## config.mk

```make
export PLATFORM = sky130hd
export DESIGN_NAME = carbon1_reset_seq
export DESIGN_NICKNAME = d
export VERILOG_FILES = /design/src/rtl/carbon1_reset_seq.sv
export SDC_FILE = /design/constraint.sdc
export NUM_CORES = 1
export LEC_CHECK = 0
export ABC_AREA = 1
export ABC_CLOCK_PERIOD_IN_PS = 1950
export BUFFER_PORTS_ARGS = -buffer_cell sky130_fd_sc_hd__buf_2
export CAP_MARGIN = 20
export CORE_ASPECT_RATIO = 0.7
export CORE_MARGIN = 2
export CORE_UTILIZATION = 53
export DETAILED_ROUTE_END_ITERATION = 16
export PLACE_DENSITY_LB_ADDON = 0.15
export SLEW_MARGIN = 20
export SYNTH_ARGS = -nofsm -noshare
export SYNTH_HDL_FRONTEND = slang
export SYNTH_SLANG_ARGS = --single-unit
```

## constraint.sdc

```tcl
create_clock -name io_clock -period 1.95 [get_ports io_clock]
set_input_delay 0.0975 -clock io_clock [delete_from_list [all_inputs] [get_ports io_clock]]
set_output_delay 0.0975 -clock io_clock [all_outputs]
set_load 0.03 [all_outputs]
```

## src/rtl/carbon1_reset_seq.sv

```systemverilog
// Board reset sequencer: pulses the SPI flash reset, waits for flash ready, holds the SoC
// in reset, then releases it. A debounced button press or a software request restarts it.
module carbon1_reset_seq #(
  parameter int FLASH_RST_CYCLES  = 100,
  parameter int FLASH_WAIT_CYCLES = 3000,
  parameter int SYS_HOLD_CYCLES   = 16,
  parameter int DEBOUNCE_CYCLES   = 1000000,
  parameter int BUTTON_ACTIVE_LOW = 1
) (
  input  logic       io_clock,
  input  logic       io_reset,
  input  logic       io_button,
  input  logic       io_swReset,
  output logic       io_sysReset_out,
  output logic       io_spi0_rst,
  output logic       io_resetDone,
  output logic [1:0] io_state
);

  typedef enum logic [1:0] {
    FLASH_RST  = 2'd0,
    FLASH_WAIT = 2'd1,
    SYS_RST    = 2'd2,
    RUN        = 2'd3
  } state_t;

  localparam int CNT_MAX_A = (FLASH_RST_CYCLES > FLASH_WAIT_CYCLES) ? FLASH_RST_CYCLES
                                                                     : FLASH_WAIT_CYCLES;
  localparam int CNT_MAX   = (CNT_MAX_A > SYS_HOLD_CYCLES) ? CNT_MAX_A : SYS_HOLD_CYCLES;
  localparam int CNT_W     = (CNT_MAX > 1) ? $clog2(CNT_MAX) : 1;
  localparam int DB_W      = $clog2(DEBOUNCE_CYCLES);

  localparam logic [CNT_W-1:0] FR_LAST = CNT_W'(FLASH_RST_CYCLES - 1);
  localparam logic [CNT_W-1:0] FW_LAST = CNT_W'(FLASH_WAIT_CYCLES - 1);
  localparam logic [CNT_W-1:0] SH_LAST = CNT_W'(SYS_HOLD_CYCLES - 1);
  localparam logic [DB_W-1:0]  DB_LAST = DB_W'(DEBOUNCE_CYCLES - 1);

  // Raw pin level when the button is not pressed
  localparam logic BTN_IDLE = (BUTTON_ACTIVE_LOW != 0);

  state_t           state;
  logic [CNT_W-1:0] cnt;

  logic             btn_meta;
  logic             btn_sync;
  logic             pressed;
  logic             btn_deb;
  logic [DB_W-1:0]  db_cnt;
  logic             db_flip;
  logic             restart;

  always_ff @(posedge io_clock) begin
    if (io_reset) begin
      btn_meta <= BTN_IDLE;
      btn_sync <= BTN_IDLE;
    end else begin
      btn_meta <= io_button;
      btn_sync <= btn_meta;
    end
  end

  assign pressed = btn_sync ^ BTN_IDLE;
  assign db_flip = (pressed != btn_deb) && (db_cnt == DB_LAST);

  // Only the press edge restarts; a held button or its release does nothing further
  assign restart = (db_flip && pressed) || io_swReset;

  always_ff @(posedge io_clock) begin
    if (io_reset) begin
      btn_deb <= 1'b0;
      db_cnt  <= '0;
    end else if (pressed != btn_deb) begin
      if (db_flip) begin
        btn_deb <= pressed;
        db_cnt  <= '0;
      end else begin
        db_cnt  <= db_cnt + DB_W'(1);
      end
    end else begin
      db_cnt <= '0;
    end
  end

  always_ff @(posedge io_clock) begin
    if (io_reset || restart) begin
      state <= FLASH_RST;
      cnt   <= '0;
    end else begin
      unique case (state)
        FLASH_RST: begin
          if (cnt == FR_LAST) begin
            state <= FLASH_WAIT;
            cnt   <= '0;
          end else begin
            cnt <= cnt + CNT_W'(1);
          end
        end
        FLASH_WAIT: begin
          if (cnt == FW_LAST) begin
            state <= SYS_RST;
            cnt   <= '0;
          end else begin
            cnt <= cnt + CNT_W'(1);
          end
        end
        SYS_RST: begin
          if (cnt == SH_LAST) begin
            state <= RUN;
            cnt   <= '0;
          end else begin
            cnt <= cnt + CNT_W'(1);
          end
        end
        RUN: begin
          cnt <= '0;
        end
        default: begin
          state <= FLASH_RST;
          cnt   <= '0;
        end
      endcase
    end
  end

  assign io_spi0_rst     = (state != FLASH_RST);
  assign io_sysReset_out = (state != RUN);
  assign io_resetDone    = (state == RUN);
  assign io_state        = state;

endmodule

```

After elaboration in Yosys (flattened, before gate mapping):

Index checks and enable logic that the tools add are counted.
W data, S select, Z words.

* logic and storage cells: 40
* output and inout bits: 5
* bits in registers: 37
* bits of input ports: 4

* add/sub/neg operators: 2
* reduce and logical (&&, ||, !) cells: 10
* equal/unequal tests: 12
* bitwise gates (word level): 2
* multiplexer cells: 8

Operator list (number)
* $pmux W12 S4: 1
* $mux W12: 3
* $add A20 B1 Y20 const B: 1
* $eq A20 B20 Y1 const B: 1
* $add A12 B1 Y12 const B: 1
* $eq A12 B12 Y1 const B: 1
* $eq A12 B4 Y1 const B: 1
* $eq A12 B7 Y1 const B: 1
* $ne A2 B2 Y1 const B: 4
* $mux W2: 3
* $pmux W2 S3: 1
* $eq A2 B2 Y1 const B: 2
* $reduce_and A4 Y1: 1
* $reduce_bool A3 Y1: 1
* $reduce_or A3 Y1: 1
* $eq A2 B1 Y1 const B: 1
* $logic_and A1 B1 Y1: 2
* $logic_not A2 Y1: 1
* $logic_or A1 B1 Y1: 2
* $not A1 Y1: 2
* $reduce_and A2 Y1: 1
* $reduce_bool A2 Y1: 1
* $ne A1 B1 Y1: 1

Depth between registers and ports, before layout:

Gate-level depths: netlist of run 1.

* depth in word-level cells: 6
* gate-level depth with buffers: 11
* mapped depth without buffers: 11

Worst setup path before layout of run 1:

Ideal clock, no wire load.

* path type: register to register
* start: reg state[0], in the netlist io_state[0]
* end: reg state[1], in the netlist io_state[1]
* clock period less this slack: 1.606 ns
* buffers on the path: 0
* setup time: 0.114 ns
* arrival time: 1.492 ns
* required time: 1.836 ns
* stages on the path, launching flop included: 7
* slack: 0.344 ns
* cells stage by stage: dfxtp_1 > ha_1 > inv_1 > nand2_1 > nor2_1 > nor2_1 > nor2_1

* word-level cells in the longest chain between the ends: 3
* elaborated cells between the ends (all ways): 9
* those cells by class: eq/ne (5); mux (1); reduce/logical (3)

RTL lines
* start: declaration: line 41 `state_t state;`
* start signal: assignment: line 86 `state <= FLASH_RST;`
* start signal: assignment: line 92 `state <= FLASH_WAIT;`
* start signal: assignment: line 100 `state <= SYS_RST;`
* $eq A2 B2 Y1, or another cell as far along: line 89 `unique case (state)`
* $ne A2 B2 Y1 (no line) or $reduce_bool A3 Y1 (tied branches)
* $reduce_and A4 Y1 (no line)

Parallel ways exist; a longest one is shown, timed or not.
A chain may end at the register's enable or synchronous reset.

Final worst setup path of run 1:

* start: reg db_cnt[1]
* end: reg db_cnt[6]

* word-level cells in the longest chain between the ends: 3
* elaborated cells between the ends (all ways): 4
* those cells by class: add/sub (1); eq/ne (1); reduce/logical (2)

RTL lines
* start: declaration: line 48 `logic [DB_W-1:0] db_cnt;`
* start signal: assignment: line 77 `db_cnt <= db_cnt + DB_W'(1);`
* branches (longest 3 deep; another with $add A20 B1 Y20)

Parallel ways; which one is timed is not known.

==> results of run 1 <==
-- sequential cells by signal, indices dropped and copies added (netlist names) --
name and flops:
btn_meta 1, db_cnt 20, io_state 2, cnt 12, btn_deb 1, btn_sync 1
-- worst min-delay path by stage --
| stage | slack [ns] | start | to | cells past startpoint |
|---|---|---|---|---|
| 2_1_floorplan | 0.17 | io_reset | btn_deb | 1 |
| 3_3_place_gp | 0.28 | io_button | btn_meta | 2 |
| 3_5_place_dp | 0.28 | io_button | btn_meta | 2 |
| 4_1_cts | 0.002 | io_reset | btn_deb | 2 |
| 5_1_grt | 0.01 | io_reset | btn_deb | 2 |
| 6_report | 0.01 | io_reset | btn_deb | 2 |
-- Yosys cell counts, types with 2 or more instances --
| cell | count |
|---|---|
| nand2_1 | 67 |
| nor2_1 | 67 |
| dfxtp_1 | 37 |
| inv_1 | 37 |
| nand3_1 | 21 |
| xor2_1 | 12 |
| ha_1 | 8 |
| nand4_1 | 8 |
| nand3b_1 | 7 |
| nor3_1 | 7 |
| a21oi_1 | 6 |
| xnor2_1 | 4 |
| buf_4 | 3 |
| nand2_2 | 3 |
| nor2_4 | 3 |
| nor2_2 | 2 |
| o21ai_0 | 2 |
| or2_2 | 2 |
-- routing by layer --
metal | global-route usage | vias up
met2 | 0.272 | 50
met1 | 0.342 | 813
met4 | 0.0517 | 0
li1 | - | 996
met3 | 0.0482 | 2
met5 | 0 | -
-- cell families (layout without fill, tap and decap cells) --
group / Yosys count / count (layout)
xor+xnor: 16 / 16
simple gates: 192 / 192
fa+ha+maj: 8 / 8
flops: 37 / 37
buf+inv: 41 / 57
compound gates: 13 / 13
-- worst max-delay path, delay by kind of cell (launching register included) --
kind | cells | cell delay [ns]
simple gates | 6 | 0.55
flops | 1 | 0.34
buf+inv | 2 | 0.32
fa+ha+maj | 1 | 0.31
-- power groups by stage --
stage | registers [mW] | clock network (mW) | logic, mW
final | 0.762 | 0.541 | 0.0297
after detailed placement | 0.779 | 0 | 0.0282
after floorplan | 0.779 | 0 | 0.0192
after global placement | 0.779 | 0 | 0.0277
after CTS | 0.761 | 0.551 | 0.0298
after global routing | 0.762 | 0.585 | 0.0335
-- stage by stage --
step,utilization,power (mW),cells
6_report,0.595,1.33,375
5_1_grt,0.595,1.38,375
4_1_cts,0.595,1.34,375
3_5_place_dp,0.570,0.807,366
3_3_place_gp,0.570,0.807,366
2_1_floorplan,-,0.798,307
-- timing repair --
item                                    in CTS  in global routing
hold endpoints to repair                     1                  0
endpoints found under the setup margin       0                  0
hold buffers                                 1                  0
resized for setup                            0                  0
buffers inserted                             0                  0
-- area by class of cell --
class,count,area (um2)
inverter,37,139
clock inverter,3,17.5
tap,52,65.1
fill,389,1560
clock buffer,5,68.8
multi-input combinational,229,1190
sequential,37,741
timing repair buffer,12,72.6
==> flow_summary.toml, run 1 <==
[timing]
setup_violations = 0
finalSetupTns_ns = 0
period_minus_slack_ns = 1.66
hold_violations = 0
fmax_ghz = 0.601
worst_slew_pin_slew_ns = 0.432
rsz0062_at_grt = "false"
holdWs_ns = 0.00977
fin_crit_sh = 0.853
slew_viol_final = 0
skew_ns = 0.0105
worst_slack_ns = 0.287
slew_headroom = 0.711

[floorplan]
die-area_mm2 = 0.00448
design.core.area_mm2 = 0.00385
rows = 19
initial_utilization = 0.544
die_w_um = 79.1
pin_count = 9
die_h_um = 56.6

[placement]
place_ws_ns = 0.282
routabilityCongestion = 0.863
dpl-instance-area_mm2 = 0.00219
portBuffers = 8
place_hpwl_um = 3160

[clock_tree]
clkTransAtPathRegs_ns = 0.09
clock-sinks = 37
clkLatencyLatePin_ns = 0.29
cts.path.max_buffers = 2
cts_tree = "done"
ctsRootBufferMaster = "clkbuf_8"
htree_levels = 2
cts_buffers = 5

[critical_path]
critPathMaxStageDelay_ns = 0.34
cp-end-kind = "register"
critical_path_class = "register to register"
start_kind = "register"
worstPathCellList = "ha_1 > nand2_1 > inv_1 > nand2_1 > nor2_1 > nand4_1 > nand3b_1 > buf_4 > nor2_1"
critPathCapture = "db_cnt[6]"
crit_start = "db_cnt[1]"
critPathMaxFanout = 20
worstRegToRegCells = 9
cp_slowest_cell = "dfxtp_1"
worst_ep_required_time_ns = 2.13
arrival_ns = 1.84
r2r_start = "db_cnt[1]"
reg2reg_slack_ns = 0.29
r2r_end = "db_cnt[6]"

[final_layout]
final_cell_mix = "nor2_1 (67), nand2_1 (67), inv_1 (37), dfxtp_1 (37), nand3_1 (21)"
layout-drive-gt1-share = 0.102
final_net_count = 334
design_area_mm2 = 0.00229
num_antenna_cells = 0
areaGrowthSynthToFinish_pct = 9.38

[synth]
yosysUniqueCellTypes = 29
ys_seq_area_frac = 0.354
synth-edff-count = 0
synthArstFlopShare = 0
synth.avg_cell_area_um2 = 6.82
synth_area_mm2 = 0.00209
synth-compound-area-share = 0.0370
postSynthCellCount = 307
synthesis.nets = 319
synth.largest_area_cell = "dfxtp_1"
synth_top_area_share = 0.354
ys_ff_latch = 37
synth_top_family_by_area = "simple AND/OR/NAND/NOR gates"
synth_xor_area_frac = 0.0669
yosys_warnings = 0
synthAdderAreaFrac = 0.0478
yosys_most_used_dff = "dfxtp_1"
yosys.area_share.simple = 0.415
muxShareOfSynthArea = 0
yosys-top-cells-area = "dfxtp_1 (35%), nand2_1 (12%), nor2_1 (12%)"

[power]
powerDensity_mw_per_mm2 = 582
pwr-share-comb = 0.022
swShare = 0.236
clkPwrFrac = 0.406
cellInternalPower_mw = 1.02
switching_power_uw = 314
power.share.sequential = 0.572
power_leakage_nw = 0.862
ir_drop_mv = 0.414

[grt]
grt_first_pass_wirelength_um = 7450
grt_max_degree = 21
grt_antenna_before_repair = 0
grt_util_all_layers = 0.211
overflow = 0
grt_pass1_vias = 1594

[drt]
drtIter0Drc = 152
wl_met3_um = 254
drc = 0
m1WireLength_um = 2440
vias = 1861
post_drt_wl_per_cell_um = 11.3
maxUsedRoutingLayer = "met4"
wl_um = 4230
first_pass_iters = 5
wl_met2_um = 1520
avgViaCountPerCell = 4.96
ant_nets = 0

[job]
cap_viol_max_count = 0

[min_path]
hold_class = "input port to register"

[run_status]
status = "complete, no violations"
Note: power is estimated with default switching activity, not from simulation.
==> run 2, diff against run 1 <==
- ABC_AREA: 1 -> 0
- CORE_UTILIZATION: 53 -> 30
==> run 2 against run 1 <==
  * Synthesized cell count fell by 32%
  * Combinational power is 15% higher
  * Synthesized area is 14% lower
  * Critical path type unchanged
  * Critical endpoint is now io_state[0]
  * Die area rose by 49%
  * Critical path depth down 4
  * Power up 12%
  * Fmax is 8.6% lower
  * Worst setup slack got worse by 0.16 ns
  * Core utilization fell by 21 points
  * Non-clock buffer count is 20 higher
==> flow_summary.toml, run 2 <==
[floorplan]
rows = 23
die_w_um = 96.8
design.core.area_mm2 = 0.00578
initial_utilization = 0.313
die_h_um = 69.0
pin_count = 9
die-area_mm2 = 0.00667

[synth]
ys_ff_latch = 37
yosys_most_used_dff = "dfxtp_1"
ys_seq_area_frac = 0.410
synth_area_mm2 = 0.00181
synth-compound-area-share = 0.0803
synth_xor_area_frac = 0.111
synthArstFlopShare = 0
yosysUniqueCellTypes = 34
synth.largest_area_cell = "dfxtp_1"
synthAdderAreaFrac = 0.0554
yosys-top-cells-area = "dfxtp_1 (41%), xnor2_1 (6.3%), ha_1 (5.5%)"
muxShareOfSynthArea = 0.0111
synth.avg_cell_area_um2 = 8.65
synth-edff-count = 0
synth_common_cells = "dfxtp_1 (37), nor2_1 (24), nand3_1 (17)"
synth_top_area_share = 0.410
synth_top_family_by_area = "simple AND/OR/NAND/NOR gates"
yosys_warnings = 0
postSynthCellCount = 209
synthesis.nets = 221
yosys.area_share.simple = 0.287
yosysMostFrequentCell = "dfxtp_1"

[critical_path]
cp_slowest_cell = "or4b_1"
critPathMaxFanout = 5
critical_path_class = "register to register"
reg2reg_slack_ns = 0.13
arrival_ns = 1.99
critPathMaxStageDelay_ns = 0.51
worstRegToRegCells = 5
worst_ep_required_time_ns = 2.12
r2r_start = "db_cnt[12]"
start_kind = "register"
r2r_end = "io_state[0]"
cp-end-kind = "register"
worstPathCellList = "or4b_1 > or4_4 > buf_4 > o211ai_1 > mux2i_1"

[placement]
place_ws_ns = -0.0302
dp.cells = 306
place_hpwl_um = 2880
routabilityCongestion = 0.760
dpl-instance-area_mm2 = 0.00209
portBuffers = 8

[power]
power_mw = 1.50
powerDensity_mw_per_mm2 = 668
power_leakage_nw = 0.764
ir_drop_mv = 0.312

[drt]
drc = 0
ant_nets = 0
first_pass_iters = 4
vias = 1553
wl_um = 3910
post_drt_wl_per_cell_um = 12.4
drtIter0Drc = 60
avgViaCountPerCell = 4.93

[final_layout]
final_common_cell = "dfxtp_1"
final_cells = 315
num_antenna_cells = 0
fin_util = 0.387
design_area_mm2 = 0.00224
layout-drive-gt1-share = 0.196
max_flop_register = "db_cnt"
final_net_count = 251
final_cell_mix = "dfxtp_1 (37), nor2_1 (24), buf_4 (22)"
largest_reg_flops = 20
areaGrowthSynthToFinish_pct = 23.9

[timing]
worst_slew_pin_slew_ns = 0.479
skew_ns = 0.00576
worst_slack_ns = 0.131
rsz0062_at_grt = "false"
hold_violations = 0
slew_viol_final = 0
fin_crit_sh = 0.933
slew_headroom = 0.678
fmax_ghz = 0.550
setup_violations = 0
holdWs_ns = 0.0639
finalSetupTns_ns = 0
period_minus_slack_ns = 1.82

[min_path]
hold_class = "input port to register"
worstHoldStart = "io_reset"
hold_depth = 2
holdPathEnd = "btn_deb"

[grt]
grt_pass1_vias = 1417
overflow = 0
grt_antenna_before_repair = 0
grt_max_degree = 13
grt_first_pass_wirelength_um = 6730
grt_util_all_layers = 0.126

[clock_tree]
clock-sinks = 37
htree_levels = 2
clkLatencyLatePin_ns = 0.29
clkTransAtPathRegs_ns = 0.08
postCtsSetupRepairBufs = 0
cts_buffers = 5
cts_tree = "done"
ctsRootBufferMaster = "clkbuf_8"
cts.path.max_buffers = 2

[run_status]
status = "complete, no violations"

[job]
cap_viol_max_count = 0
## run 2: changes by cell type after synthesis, moves of 4 or more
cell / delta
or3_1: +4
inv_1: -26
and3_1: +5
clkbuf_1: +5
nand2_1: -60
nor2_1: -43
nor4_1: +14
or4_1: +4
xnor2_1: +9
nand3b_1: -7
nand3_1: -4
## run 2: layout make-up
type,instances,area [um2]
fillers,625,3540
multi-input cells,152,1010
flip-flops and latches,37,741
repair buffers,32,235
well taps,75,93.8
clock buffers,6,82.6
inverters,11,41.3
clock inverters,2,37.5
## run 2: critical path, delay by kind of cell (launching register included)
family / cells / cell delay [ns]
AND/OR/NAND/NOR: 2 / 0.97
flip-flops: 1 / 0.32
buffers and inverters: 1 / 0.17
AO/OA/AOI/OAI: 1 / 0.16
multiplexers: 1 / 0.09
## run 2: power breakdown
part | leakage (nW) | switching [mW] | total (mW) | internal [mW]
Clock | 0.0574 | 0.284 | 0.700 | 0.416
Combinational | 0.408 | 0.0174 | 0.0342 | 0.0168
Sequential | 0.299 | 0.00328 | 0.763 | 0.759
Total | 0.764 | 0.305 | 1.50 | 1.19
## run 2: cells by family after synthesis
logic type                 count (synthesis)
AOI/OAI and AO/OA                         23
and+or+nand+nor                           96
muxes                                      2
xor gates and xnor gates                  23
buffers and inverters                     20
DFF                                       37
adders and majority gates                  8
## run 2: metal layers
layer | wire (um) | global-route usage | vias to the layer above
met4 | 36 | 0.0370 | 0
met3 | 145 | 0.0333 | 4
met1 | 2190 | 0.176 | 714
li1 | - | - | 812
met5 | 0 | 0 | -
met2 | 1540 | 0.194 | 23
## run 2: worst max-delay path by stage
stage | start | cells after the start | to | slack [ns]
detailed placement | db_cnt[12] | 5 | db_cnt[14] | -0.03
CTS | db_cnt[12] | 5 | io_state[0] | 0.02
finish | db_cnt[12] | 5 | io_state[0] | 0.13
floorplan | db_cnt[12] | 5 | btn_deb | 0.008
global placement | db_cnt[12] | 5 | io_state[1] | 0.005
global route | cnt[1] | 6 | io_state[0] | 0.02
## run 2: what timing repair did
item | 4_1_cts | 5_1_grt
hold buffers | 1 | 0
setup endpoints to repair | 23 | 32
pin swaps | 0 | 2
gates resized for setup | 2 | 3
endpoints found under the hold margin | 1 | 0
==> run 3, diff against run 2 <==
- ABC_CLOCK_PERIOD_IN_PS: 1950 -> 2000
- CELL_PAD_IN_SITES_DETAIL_PLACEMENT: unset -> 2
- CELL_PAD_IN_SITES_GLOBAL_PLACEMENT: unset -> 2
- clock period: 1.95 -> 2 ns (I/O delays scaled with it)
==> run 3 against run 2 <==
  * First-iteration DRC count is 13% lower
  * Die area unchanged
  * Hold slack got worse by 0.019 ns
  * Power down 8.6%
  * Worst setup slack got worse by 0.0068 ns
  * Combinational power is 8.5% lower
  * Register-to-register slack about the same
  * Critical endpoint is now io_state[1]
  * Highest routed layer unchanged
==> flow_summary.toml, run 3 (synthesis gave the netlist of run 2 again) <==
[clock_tree]
htree_levels = 2
clkTransAtPathRegs_ns = 0.07
clkLatencyLatePin_ns = 0.29
cts_tree = "done"
cts.path.max_buffers = 2
cts_buffers = 5
ctsRootBufferMaster = "clkbuf_8"
clock-sinks = 37

[critical_path]
worst_ep_required_time_ns = 2.18
critPathCapture = "io_state[1]"
cp_slowest_cell = "or4b_1"
r2r_end = "io_state[1]"
crit_start = "db_cnt[12]"
critical_path_class = "register to register"
worstSetupPathDepth = 5
crit_buf_inv = 1
cp-end-kind = "register"
start_kind = "register"
cp_top_family = "simple AND/OR/NAND/NOR gates"
reg2reg_slack_ns = 0.12
critPathMaxFanout = 5
worstPathCellList = "or4b_1 > or4_4 > buf_4 > o211ai_1 > mux2i_1"
arrival_ns = 2.05
worstRegToRegCells = 5
r2r_start = "db_cnt[12]"
critPathMaxStageDelay_ns = 0.51

[placement]
place_hpwl_um = 3870
portBuffers = 8
dp.cells = 299
routabilityCongestion = 0.774

[power]
power_leakage_nw = 0.739
powerDensity_mw_per_mm2 = 621
ir_drop_mv = 0.229

[floorplan]
pin_count = 9
die-area_mm2 = 0.00667
design.core.area_mm2 = 0.00578
initial_utilization = 0.313
rows = 23
die_h_um = 69.0
die_w_um = 96.8

[drt]
first_pass_iters = 4
post_drt_wl_per_cell_um = 17.2
wl_um = 5330
vias = 1638
ant_nets = 0
drtIter0Drc = 52
avgViaCountPerCell = 5.28
drc = 0

[final_layout]
final_net_count = 246
final_cell_mix = "dfxtp_1 (35), nor2_1 (24), nand3_1 (17)"
largest_reg_flops = 20
final_cells = 310
num_antenna_cells = 0
areaGrowthSynthToFinish_pct = 21.9
layout-drive-gt1-share = 0.191
max_flop_register = "db_cnt"
final_common_cell = "dfxtp_1"
fin_util = 0.381

[timing]
fmax_ghz = 0.533
hold_violations = 0
finalSetupTns_ns = 0
worst_slew_pin_slew_ns = 0.417
fin_crit_sh = 0.938
slew_viol_final = 0
setup_violations = 0
skew_ns = 0.00657
rsz0062_at_grt = "false"
period_minus_slack_ns = 1.88
slew_headroom = 0.720

[grt]
grt_pass1_vias = 1717
grt_util_all_layers = 0.170
grt_first_pass_wirelength_um = 8700
overflow = 0
grt_antenna_before_repair = 0
grt_max_degree = 21

[min_path]
hold_class = "input port to register"

[run_status]
status = "complete, no violations"

[job]
cap_viol_max_count = 0
==> run 3: worst min-delay path by stage <==
stage	startpoint	slack, ns	end	cells past startpoint
floorplan	io_reset	0.17	btn_deb	1
global placement	io_button	0.29	btn_meta	2
detailed placement	io_button	0.30	btn_meta	2
CTS	io_reset	0.03	btn_deb	2
global route	io_reset	0.05	btn_deb	2
finish	io_reset	0.05	btn_deb	2
==> run 3: final cells by class <==
class	instances	area, um2
clock buffer	7	96.3
clock inverter	1	5.00
fill	647	3580
inverter	11	41.3
multi-input combinational	152	1020
sequential	37	743
tap	75	93.8
timing repair buffer	27	201
==> run 3: timing repair <==
action / CTS / global route
hold buffers: 1 / 0
hold endpoints to repair: 1 / 0
setup buffers: 0 / 2
resized for setup: 3 / 8
gates cloned: 0 / 0
endpoints found under the setup margin: 24 / 30
pin swaps: 0 / 4
==> run 3: power by group <==
| part | internal [mW] | leakage (nW) | switching [mW] |
|---|---|---|---|
| Sequential | 0.741 | 0.300 | 0.00354 |
| Combinational | 0.0142 | 0.386 | 0.0170 |
| Clock | 0.312 | 0.0542 | 0.281 |
==> run 3: metal layers <==
| metal | global-route usage | up-vias | routed length [um] |
|---|---|---|---|
| met3 | 0.0433 | 9 | 159 |
| met5 | 0 | - | 0 |
| met2 | 0.283 | 25 | 2440 |
| met4 | 0.0651 | 0 | 78 |
| li1 | - | 803 | - |
| met1 | 0.216 | 801 | 2650 |
==> run 3: worst register-to-register path, cell delays in order (launching register included) <==
cell	delay [ns]
dfxtp_1	0.32
or4b_1	0.51
or4_4	0.48
buf_4	0.18
o211ai_1	0.18
mux2i_1	0.09
==> run 3: through the flow <==
step	hold WS [ns]	setup slack, ns	cell area (um2)	total power, mW
floorplan	0.169	0.000126	1810	0.776
global placement	0.286	0.0360	2030	0.786
detailed placement	0.304	-0.0336	2030	0.789
CTS	0.0260	0.00323	2160	1.38
global route	0.0510	0.0232	2200	1.43
finish	0.0453	0.124	2200	1.37
